[config.mk]
export PLATFORM = sky130hd
export DESIGN_NAME = child_resp_collector
export DESIGN_NICKNAME = d
export VERILOG_FILES = /design/src/rtl/child_resp_collector.sv
export SDC_FILE = /design/constraint.sdc
export NUM_CORES = 1
export LEC_CHECK = 0
export ABC_AREA = 1
export CAP_MARGIN = 20
export CORE_ASPECT_RATIO = 1.2
export CORE_MARGIN = 10
export CORE_UTILIZATION = 28
export DETAILED_ROUTE_END_ITERATION = 16
export PLACE_DENSITY = 0.55
export REMOVE_ABC_BUFFERS = 1
export SLEW_MARGIN = 40
export SYNTH_ARGS = -nofsm -noshare
export SYNTH_HDL_FRONTEND = slang
export SYNTH_SLANG_ARGS = --single-unit
[constraint.sdc]
create_clock -name clk -period 8.9 [get_ports clk]
set_input_delay 0.89 -clock clk [delete_from_list [all_inputs] [get_ports clk]]
set_output_delay 0.89 -clock clk [all_outputs]
set_load 0.005 [all_outputs]
[src/rtl/child_resp_collector.sv]
// rtl/child_resp_collector.sv - round-robin fan-in of child responses into a FIFO toward the parent (optional stats: RESP_COLLECTOR_STATS_EN)
module child_resp_collector #(
    parameter int NUM_CHILDREN = 5,
    parameter int DATA_W       = 16,
    parameter int FIFO_DEPTH   = 4,
    localparam int IDX_W       = (NUM_CHILDREN > 1) ? $clog2(NUM_CHILDREN) : 1,
    localparam int CNT_W       = $clog2(FIFO_DEPTH + 1)
) (
    input  logic                           clk,
    input  logic                           rst_n,
    input  logic [NUM_CHILDREN-1:0]        child_valid,
    input  logic [NUM_CHILDREN*DATA_W-1:0] child_data,
    output logic [NUM_CHILDREN-1:0]        child_ready,
    output logic                           up_valid,
    output logic [DATA_W-1:0]              up_data,
    output logic [IDX_W-1:0]               up_idx,
    input  logic                           up_ready,
    output logic [CNT_W-1:0]               fifo_count,
    output logic [15:0]                    resp_total
);

    localparam int PTR_W = $clog2(FIFO_DEPTH);

    logic [IDX_W-1:0]  rr_ptr;
    logic [IDX_W-1:0]  win_idx;
    logic              win_found;
    int                cand;
    logic              full;
    logic              push;
    logic              pop;
    logic [DATA_W-1:0] push_data;

    logic [PTR_W-1:0]  wr_ptr;
    logic [PTR_W-1:0]  rd_ptr;
    logic [CNT_W-1:0]  count;
    logic [DATA_W-1:0] mem_data [FIFO_DEPTH];
    logic [IDX_W-1:0]  mem_idx  [FIFO_DEPTH];

    // Round-robin search: first valid child at or after rr_ptr, wrapping.
    always_comb begin
        win_found = 1'b0;
        win_idx   = '0;
        cand      = 0;
        for (int i = 0; i < NUM_CHILDREN; i++) begin
            cand = (int'(rr_ptr) + i) % NUM_CHILDREN;
            if (!win_found && child_valid[cand]) begin
                win_found = 1'b1;
                win_idx   = IDX_W'(cand);
            end
        end
    end

    // Full is judged on current occupancy only, so a pop this cycle never frees a slot for a push this cycle.
    assign full = (count == CNT_W'(FIFO_DEPTH));
    assign push = win_found && !full;
    assign pop  = up_valid && up_ready;

    // One-hot ready to the winner and mux of its word into the FIFO.
    always_comb begin
        child_ready = '0;
        push_data   = '0;
        for (int i = 0; i < NUM_CHILDREN; i++) begin
            if (win_idx == IDX_W'(i)) begin
                child_ready[i] = push;
                push_data      = child_data[i*DATA_W +: DATA_W];
            end
        end
    end

    // Advance the priority pointer past the child just granted.
    always_ff @(posedge clk) begin
        if (!rst_n) begin
            rr_ptr <= '0;
        end else if (push) begin
            if (win_idx == IDX_W'(NUM_CHILDREN - 1)) begin
                rr_ptr <= '0;
            end else begin
                rr_ptr <= win_idx + IDX_W'(1);
            end
        end
    end

    // Circular buffer with occupancy count; storage is cleared so the head reads zero after reset.
    always_ff @(posedge clk) begin
        if (!rst_n) begin
            wr_ptr <= '0;
            rd_ptr <= '0;
            count  <= '0;
            for (int i = 0; i < FIFO_DEPTH; i++) begin
                mem_data[i] <= '0;
                mem_idx[i]  <= '0;
            end
        end else begin
            if (push) begin
                mem_data[wr_ptr] <= push_data;
                mem_idx[wr_ptr]  <= win_idx;
                wr_ptr           <= wr_ptr + PTR_W'(1);
            end
            if (pop) begin
                rd_ptr <= rd_ptr + PTR_W'(1);
            end
            case ({push, pop})
                2'b10:   count <= count + CNT_W'(1);
                2'b01:   count <= count - CNT_W'(1);
                default: count <= count;
            endcase
        end
    end

    assign up_valid   = (count != '0);
    assign up_data    = mem_data[rd_ptr];
    assign up_idx     = mem_idx[rd_ptr];
    assign fifo_count = count;

`ifdef RESP_COLLECTOR_STATS_EN
    logic [15:0] total_q;

    // Saturating count of accepted child responses.
    always_ff @(posedge clk) begin
        if (!rst_n) begin
            total_q <= 16'h0000;
        end else if (push && (total_q != 16'hFFFF)) begin
            total_q <= total_q + 16'h0001;
        end
    end

    assign resp_total = total_q;
`else
    assign resp_total = 16'h0000;
`endif

endmodule

# [Word-level counts from Yosys, hierarchy flattened]
# Memories as Yosys holds them, arrays and structs flattened. A register that Yosys moved wholly into a read port is not among the register bits.
# Cells that the tools add are included.
[totals] ff_bits=10 ramBits=76 input_bits=88 out_inout_bits=44 elab_cells=99 mem_count=2
[mem_list] memory="mem_data" depth=4 word_bits=16 read_ports=1 rd_ports_with_merged_regs=1 write_ports=4 line="36" text="logic [DATA_W-1:0] mem_data [FIFO_DEPTH];"
[mem_list] memory="mem_idx" depth=4 word_bits=3 read_ports=1 rd_ports_with_merged_regs=1 write_ports=4 line="37" text="logic [IDX_W-1:0] mem_idx [FIFO_DEPTH];"
[classes] n_addsub=9 div_mod_pow=5 order_cmp=5 n_eq_ne=7 n_mux=51 n_reduce_logical=16
[ops] operator="32-bit by 5-bit < comparator with 1-bit output (second input constant)" count=5
[ops] operator="32-bit by 4-bit remainder unit with 32-bit output (second input constant)" count=4
[ops] operator="16-bit 2-to-1 mux" count=6
[ops] operator="4-bit by 4-bit remainder unit with 32-bit output (second input constant)" count=1
[ops] operator="1-bit 2-to-1 mux" count=26
[ops] operator="3-bit 2-to-1 mux" count=7
[ops] operator="16-bit OR reduction" count=1
[ops] operator="1-bit binary-select mux with 3-bit select" count=5
[ops] operator="2-bit 2-to-1 mux" count=6
[ops] operator="3-bit by 2-bit adder with 4-bit output (second input constant)" count=2
[ops] operator="3-bit by 1-bit adder with 3-bit output (second input constant)" count=2
[ops] operator="3-bit by 2-bit equality test with 1-bit output (second input constant)" count=2
[ops] operator="3-bit equality test (second input constant)" count=2
[ops] operator="1-bit logical AND" count=6
[ops] operator="3-bit case mux with 2 select lines" count=1
[ops] operator="1-bit logical NOT" count=5
[ops] operator="2-bit by 1-bit adder with 2-bit output (second input constant)" count=2
[ops] operator="3-bit by 1-bit adder with 4-bit output (second input constant)" count=1
[ops] operator="3-bit by 3-bit adder with 4-bit output (second input constant)" count=1
[ops] operator="3-bit by 1-bit equality test with 1-bit output (second input constant)" count=1
[ops] operator="3-bit logical NOT" count=1
[ops] operator="3-bit nonzero test" count=1
[ops] operator="3-bit OR reduction" count=1
[ops] operator="3-bit by 1-bit subtractor with 3-bit output (second input constant)" count=1
[ops] operator="3 further kinds" count=3

# [Longest topological paths before layout]
# Gate-level depths: netlist (run 1).
[depth] word_depth=24 mapped_depth=38 mapped_depth_nobuf=35

# [Worst setup path before layout (run 1)]
# OpenSTA, ideal clock, no wires.
[synth_timing] path_type="register to output" from="reg rr_ptr[0]" to="out child_ready[3]" arrival_time_ns=4.011 t_required_ns=8.010 slack_ns=3.999 stages_incl_launch_ff=34 path_cell_list="dfxtp_1 -> buf_4 -> inv_2 -> ha_1 -> inv_1 -> ha_1 -> inv_1 -> ha_1 -> nor2_1 -> nand2_1 -> nand2_2 -> inv_1 -> nand2_1 -> nand2_1 -> nand2_1 -> nand2_1 -> nand2_1 -> nand2_1 -> nand2_1 -> nand3_1 -> nand2_1 -> nand2_1 -> nand2_2 -> nand4_2 -> clkinv_1 -> nand2_1 -> a31o_2 -> inv_1 -> ha_1 -> ha_1 -> buf_2 -> clkinv_1 -> clkbuf_1 -> nor2_1"
[synth_between] elab_chain_cells=19
[synth_rtl] item="from (decl)" line="24" text="logic [IDX_W-1:0] rr_ptr;"
[synth_rtl] item="from (signal assigned)" line="78" text="rr_ptr <= win_idx + IDX_W'(1);"
[synth_rtl] item="branches (longest 18 deep; another with 32-bit by 4-bit remainder unit with 32-bit output)"
[synth_rtl] item="1-bit 2-to-1 mux (*)" line="63" text="if (win_idx == IDX_W'(i)) begin"
[synth_rtl] item="to (decl)" line="13" text="output logic [NUM_CHILDREN-1:0] child_ready,"
# Mark *: on every way between the ends. The select of a mux whose other input is x is not followed.

# [Final worst setup path (run 1)]
# Ends and elaborated chain as after synthesis.

==> results of run 1 <==
==> flip-flops by register name (all words and copies together), names as in the netlist, named ones only <==
| signal | flops |
|---|---|
| mem_data | 64 |
| rd_ptr | 2 |
| fifo_count | 3 |
| wr_ptr | 2 |
| rr_ptr | 3 |
| mem_idx | 12 |
==> layout make-up <==
class,count,share of cell area
clock inverter,7,0.00986
timing repair buffer,122,0.151
sequential,88,0.316
clock buffer,9,0.0282
multi-input combinational,583,0.385
inverter,141,0.0668
tap,279,0.0437
==> per-layer routing <==
metal  GRT usage  routed length (um)  vias to the layer above
li1            -                   -                     2971
met1       0.160                8260                     2667
met2       0.243               10200                      152
met3      0.0176                 862                       18
met4      0.0341                 244                        0
met5           0                   0                        -
==> worst max-delay path: cells and delay by family, from the launching register on <==
kind,cells,cell delay (ns)
flip-flops,1,0.69
adder cells (fa/ha/maj),3,1.41
AND/OR/NAND/NOR,19,2.18
buffers and inverters,7,1.92
==> Yosys cell counts, drive strengths merged <==
master  count
inv       133
a211oi      1
xor2        6
a21oi      29
o31ai       2
nand2     159
nand3      50
o21a        1
o221ai      1
xnor2       1
fa          1
o22ai      21
clkbuf     22
dfxtp      12
ha         21
a31o        1
nor2      130
o21bai      1
nor3        3
or2         1
nand4      54
buf        41
clkinv      8
o211ai      4
and2        1
edfxtp     76
o21ai      79
conb        1
==> kinds of logic (layout without fill, tap and decap cells) <==
family | after synthesis | after routing | share of synthesized area
xor gates and xnor gates | 7 | 7 | 0.0119
AOI/OAI and AO/OA | 140 | 140 | 0.128
DFF | 88 | 88 | 0.394
buffers and inverters | 204 | 279 | 0.139
adders and majority gates | 22 | 22 | 0.0442
other | 1 | 16 | 0.000586
and+or+nand+nor | 398 | 398 | 0.282
==> metrics by stage <==
step / util / worst slack (ns)
after floorplan: - / 3.16
after global placement: 0.341 / 1.77
after detailed placement: 0.342 / 1.62
after CTS: 0.355 / 1.23
after global routing: 0.356 / 0.708
final: 0.356 / 1.43
==> worst min path at each step <==
stage | from | endpoint | slack (ns) | depth (start not counted)
4_1_cts | rd_ptr[1] | register | 0.47 | 2
5_1_grt | rd_ptr[1] | register | 0.51 | 2
3_3_place_gp | rd_ptr[0] | rd_ptr[0] | 0.45 | 1
2_1_floorplan | rd_ptr[1] | register | 0.44 | 2
6_report | rd_ptr[1] | register | 0.47 | 2
3_5_place_dp | rd_ptr[1] | rd_ptr[1] | 0.46 | 2
==> reports/qor.txt, run 1 <==
Outcome: complete, no violations
Gate Count Post-Synth: 860
CORE AREA: 0.0224 mm^2
Most common cell after layout, fill and taps aside: nand2_1
Clock slew at reported path FFs: 0.07 ns
Root buffer cell: clkbuf_16
CP Launch Point: rr_ptr[0]
Die ar.: 0.0293 mm^2
CTS Buf Count: 9
RSZ-0062 raised after global routing: false
Worst slew margin: 0.474
Register area: 0.00252 mm^2
Max-slew violations: 0
CP most frequent cell: nand2_1
Top cell type's share of synthesized area: 0.357
Highest clock rate: 0.134 GHz
Die W: 158 um
Reg2reg path depth: 33
Worst R2R End: mem_data[0][1]
Design Area, Final: 0.00799 mm^2
Synth Area per Inst: 7.44 um^2
Slowest-stage cell, CP: ha_1
Layout cells sized above 1: 0.0937
Setup Buffers After CTS: 0
Fin crit share: 0.840
Clock Latency Late Sink: 0.34 ns
Rows: 60
Slew @ Worst Pin: 0.788 ns
Area contributors post-synth: edfxtp_1 (36%), nand2_1 (8.0%), nor2_1 (7.5%), inv_1 (7.3%), o21ai_0 (5.6%)
CTS tree: done
Placed Instances: 1213
Clk sink count: 88
Hold Path Class: reg -> reg
Starting density of the core: 0.285
Area grow syn2layout: 25.0%
Worst R2R Start: rr_ptr[0]
Yosys warns: 0
Worst Skew: 0.00857 ns
I/O pins: 132
Layout net count: 1055
DR vias/cell: 4.73
R2R Setup Slk: 2.52 ns
Setup_tns: 0 ns
Remaining antenna violation count: 0
Placed cell areas: 0.00767 mm^2
First-pass GRT wire length: 31.1 mm
Number of antenna violations at the first check in global routing: 0
Tmin final: 7.47 ns
Via count: 5808
Hold_buf cts: 0
WL per Instance: 16.0 um
Post-CTS sizing: 0
Clk buf depth: 2
CP endpoint kind: output pin
Most frequent cells in the layout: nand2_1 (132), nor2_1 (128), inv_1 (124), clkdlybuf4s50_1 (115), edfxtp_1 (76)
Setup crit end: child_ready[3]
GRT Util Overall: 0.133
Non-Filler Instances: 1229
Largest net degree at the start of global routing: 51
MaxCap Viol Count: 0
Die Height: 186 um
First-pass DRT Iterations: 6
RePlAce Congestion: 0.824
Critical Path Max Stage Delay: 0.71 ns
ANT cells: 0
DRC viols: 0
Vias in the first global route: 5710
Worst EP arrival: 6.58 ns
Dpl hpwl: 14.5 mm
DRT Wirelength: 19.6 mm
Final hold slack: 0.468 ns
Startpoint Class: register
Cell variety after synth: 42
H-tree depth: 3
Register bit total from synthesis: 88
Critical path required time: 8.01 ns
# port buffers: 115
Mapped cell area: 0.00639 mm^2
Setup Viol. Count Final: 0
Critical Path Fanout Max: 50
Initial DRC Count: 264
Largest area contributor in the netlist: edfxtp_1
Hold Vio Cnt, Final: 0
Total grt overflow: 0
WS Path Type: reg -> out
Filler cell count: 2331
Area used by multi-input combinational logic: 0.00308 mm^2
Seq/Total Area, Yosys: 0.394
Power of run 1 is not shown: default switching activity piles up to over one toggle a cycle in this logic, so the estimate is an artifact.
==> run 2, diff against run 1 <==
--- a/config.mk
+++ b/config.mk
@@ -11,7 +11,7 @@
 export CORE_MARGIN = 10
 export CORE_UTILIZATION = 28
 export DETAILED_ROUTE_END_ITERATION = 16
-export PLACE_DENSITY = 0.55
+export PLACE_DENSITY = 0.57
 export REMOVE_ABC_BUFFERS = 1
 export SLEW_MARGIN = 40
 export SYNTH_ARGS = -nofsm -noshare
==> constraint.sdc (replaced) <==
create_clock -name clk -period 6.3 [get_ports clk]
set_input_delay 0.63 -clock clk [delete_from_list [all_inputs] [get_ports clk]]
set_output_delay 0.63 -clock clk [all_outputs]
set_load 0.005 [all_outputs]
==> reports/qor.txt, run 2 (same netlist as run 1, synthesis figures left out) <==
Outcome: complete, no violations
Most flops, register: mem_data
CORE AREA: 0.0224 mm^2
Worst Hold Depth: 2
Root buffer cell: clkbuf_16
Worst slew margin: 0.487
Hold_buf cts: 0
Area grow syn2layout: 26.1%
CP most frequent cell: nand2_1
Hold Vio Cnt, Final: 0
Dpl ws: 0.991 ns
Tmin final: 5.68 ns
Critical Path Fanout Max: 49
Hold path startpoint: rd_ptr[1]
Clock slew at reported path FFs: 0.08 ns
Slew @ Worst Pin: 0.769 ns
Critical Path Stages: 29
Worst EP arrival: 5.05 ns
Clk sink count: 88
Area used by multi-input combinational logic: 0.00305 mm^2
Worst Skew: 0.0113 ns
Reg2reg path depth: 33
MaxCap Viol Count: 0
Max-slew violations: 0
# port buffers: 115
Initial DRC Count: 486
Vias in the first global route: 5809
GRT Util Overall: 0.131
WS Path Type: reg -> out
Most frequent cells in the layout: nand2_1 (135), nor2_1 (128), inv_1 (124), clkdlybuf4s50_1 (115), edfxtp_1 (76)
Setup_tns: 0 ns
Largest net degree at the start of global routing: 50
Die Height: 186 um
Layout net count: 1067
Post-CTS sizing: 0
Setup Viol. Count Final: 0
Dpl hpwl: 14.6 mm
Critical path required time: 5.67 ns
RePlAce Congestion: 0.832
Largest register FFs: 64
Setup Buffers After CTS: 0
Clk buf depth: 2
First-pass GRT wire length: 30.6 mm
Biggest regs: mem_data x64, mem_idx x12
Via count: 5974
Worst R2R End: mem_data[1][3]
Filler cell count: 2331
Hold Path Class: reg -> reg
Most common cell after layout, fill and taps aside: nand2_1
Layout cells sized above 1: 0.102
RSZ-0062 raised after global routing: false
DRT Wirelength: 19.5 mm
CTS Buf Count: 9
DR vias/cell: 4.80
WP buf/inv: 7
CP endpoint kind: output pin
Design Area, Final: 0.00807 mm^2
First-pass DRT Iterations: 5
CTS tree: done
Startpoint Class: register
I/O pins: 132
Die ar.: 0.0293 mm^2
Fin util: 0.359
Clock Latency Late Sink: 0.34 ns
Critical Path Max Stage Delay: 0.53 ns
H-tree depth: 3
Total grt overflow: 0
Register area: 0.00252 mm^2
Critical path's top delay family: simple AND/OR/NAND/NOR gates
Die W: 158 um
Fin crit share: 0.902
WL per Instance: 15.6 um
Remaining antenna violation count: 0
PnR worst setup slack: 0.618 ns
Placed cell areas: 0.00775 mm^2
R2R Setup Slk: 1.22 ns
Slowest-stage cell, CP: clkdlybuf4s50_1
Number of antenna violations at the first check in global routing: 4
Highest clock rate: 0.176 GHz
Rows: 60
DRC viols: 0
Starting density of the core: 0.285
Worst R2R Start: rr_ptr[1]
## run 2: area by class of cell
cell class / count / share of cell area
clock buffers: 9 / 0.0279
diodes: 4 / 0.00124
well taps: 279 / 0.0433
multi-input cells: 583 / 0.378
inverters: 141 / 0.0662
clock inverters: 7 / 0.00977
repair buffers: 134 / 0.160
flip-flops and latches: 88 / 0.313
## run 2: worst register-to-register path: cells and delay by family, from the launching register on
family,cells,cell delay [ns]
and+or+nand+nor,23,2.11
buffers and inverters,5,0.80
DFF,1,0.37
adders and majority gates,4,1.33
AOI/OAI and AO/OA,1,0.20
## run 2: layer usage
metal  GRT usage  share of wire  vias up  routed length, um
met5           0              0        -                  0
met4      0.0486          0.019        0                378
met3      0.0252          0.066       26               1290
met2       0.233           0.51      186               9980
met1       0.152           0.40     2759               7820
li1            -              -     3003                  -
## run 2: worst max-delay path by stage
stage,start,end,slack [ns]
2_1_floorplan,rr_ptr[0],child_ready[3],0.82
3_3_place_gp,rr_ptr[1],child_ready[2],1.13
3_5_place_dp,rr_ptr[1],child_ready[2],0.99
4_1_cts,rr_ptr[1],child_ready[2],0.61
5_1_grt,rr_ptr[1],child_ready[2],0.13
6_report,rr_ptr[1],child_ready[2],0.62
## run 2: through the flow
step	cells	hold slack (ns)
3_5_place_dp	1225	0.460
3_3_place_gp	1225	0.455
2_1_floorplan	812	0.436
6_report	1245	0.471
4_1_cts	1241	0.472
5_1_grt	1245	0.498
Power of run 2 is left out for the same reason.
==> run 3, diff against run 2 <==
--- a/config.mk
+++ b/config.mk
@@ -10,8 +10,10 @@
 export CORE_ASPECT_RATIO = 1.2
 export CORE_MARGIN = 10
 export CORE_UTILIZATION = 28
+export CTS_CLUSTER_DIAMETER = 150
 export DETAILED_ROUTE_END_ITERATION = 16
 export PLACE_DENSITY = 0.57
+export RECOVER_POWER = 100
 export REMOVE_ABC_BUFFERS = 1
 export SLEW_MARGIN = 40
 export SYNTH_ARGS = -nofsm -noshare
==> reports/qor.txt, run 3 (same netlist as run 1, synthesis figures left out) <==
DRC viols: 0
RePlAce Congestion: 0.832
# port buffers: 115
Clock slew at reported path FFs: 0.08 ns
Initial DRC Count: 518
Tmin final: 5.73 ns
DR vias/cell: 4.79
Worst R2R End: mem_data[2][14]
Reg2reg path depth: 28
Fin crit share: 0.909
Root buffer cell: clkbuf_16
Slew @ Worst Pin: 1.24 ns
Rows: 60
I/O pins: 132
Startpoint Class: register
Number of antenna violations at the first check in global routing: 4
Dpl hpwl: 14.6 mm
WL per Instance: 15.7 um
Clk buf depth: 2
Post-CTS sizing: 0
CP endpoint kind: output pin
MaxCap Viol Count: 0
RSZ-0062 raised after global routing: false
Critical Path Fanout Max: 49
Area grow syn2layout: 24.4%
Remaining antenna violation count: 0
Worst Skew: 0.0128 ns
H-tree depth: 3
Die Height: 186 um
Worst slew margin: 0.173
CORE AREA: 0.0224 mm^2
Biggest regs: mem_data x64, mem_idx x12
Setup_tns: 0 ns
Hold path startpoint: rd_ptr[1]
PnR worst setup slack: 0.571 ns
Critical Path Max Stage Delay: 0.53 ns
Critical path required time: 5.67 ns
Outcome: complete, no violations
Most common cell after layout, fill and taps aside: nand2_1
WS Path Type: reg -> out
Slowest-stage cell, CP: clkdlybuf4s50_1
CTS Buf Count: 9
DRT Wirelength: 19.5 mm
Fin util: 0.354
Clock Latency Late Sink: 0.34 ns
Starting density of the core: 0.285
Most Crowded Layer GR: met2
Dpl ws: 0.991 ns
Met3 usage: 0.0252
Total grt overflow: 0
Layout net count: 1067
Setup Viol. Count Final: 0
Via count: 5962
Hold Path Class: reg -> reg
Max-slew violations: 0
Vias in the first global route: 5809
R2R Setup Slk: 0.82 ns
Most frequent cells in the layout: nand2_1 (145), nor2_1 (128), inv_1 (124), clkdlybuf4s50_1 (90), edfxtp_1 (76)
First-pass DRT Iterations: 5
First-pass GRT wire length: 30.6 mm
Worst Hold Depth: 2
Met1 usage in global routing: 0.152
Worst R2R Start: rr_ptr[1]
Clk sink count: 88
Worst EP arrival: 5.10 ns
CTS tree: done
Setup Buffers After CTS: 0
Hold Vio Cnt, Final: 0
Highest clock rate: 0.175 GHz
Hold_buf cts: 0
Met2 usage: 0.233
Layout cells sized above 1: 0.0696
Filler cell count: 2356
Largest register FFs: 64
Largest net degree at the start of global routing: 50
GRT Util Overall: 0.131
Die ar.: 0.0293 mm^2
Most flops, register: mem_data
Die W: 158 um
CP most frequent cell: nand2_1
-- run 3: changes by cell type in the layout (fill, tap and decap cells not counted), sizes merged --
cell | previous run | this run
buf | 19 | 9
clkbuf | 9 | 19
dlygate4sd3 | 0 | 25
clkdlybuf4s50 | 115 | 90
-- run 3: final cells by class --
| type | instances | area (um^2) | area share |
|---|---|---|---|
| Antenna cell | 4 | 10.0 | 0.00126 |
| Clock buffer | 9 | 225 | 0.0283 |
| Clock inverter | 7 | 78.8 | 0.00991 |
| Inverter | 141 | 534 | 0.0671 |
| Multi-Input combinational cell | 583 | 2980 | 0.374 |
| Sequential cell | 88 | 2520 | 0.317 |
| Tap cell | 279 | 349 | 0.0439 |
| Timing Repair Buffer | 134 | 1260 | 0.158 |
-- run 3: critical path: cells and delay by family (launching register included) --
| family | cells | cell delay [ns] |
|---|---|---|
| simple gates | 19 | 2.14 |
| buf+inv | 7 | 1.50 |
| fa+ha+maj | 3 | 0.74 |
| flops | 1 | 0.37 |
-- run 3: per-stage QoR --
step                      std cells  area (um^2)  hold WS (ns)
after floorplan                 812         6100         0.436
after global placement         1225         7750         0.455
after detailed placement       1225         7750         0.460
after CTS                      1241         8050         0.472
after global routing           1245         7960         0.496
final                          1245         7960         0.468
-- run 3: worst max path at each step --
stage / end / slack, ns / startpoint
after floorplan: child_ready[3] / 0.82 / rr_ptr[0]
after global routing: child_ready[2] / 0.07 / rr_ptr[1]
after CTS: child_ready[2] / 0.61 / rr_ptr[1]
after detailed placement: child_ready[2] / 0.99 / rr_ptr[1]
after global placement: child_ready[2] / 1.13 / rr_ptr[1]
final: child_ready[2] / 0.57 / rr_ptr[1]
-- run 3: routing by layer --
metal  up-vias  share of wire
li1       3004              -
met1      2766           0.41
met2       170           0.51
met3        22          0.062
met4         0          0.018
met5         -              0
Power of run 3 is left out for the same reason.
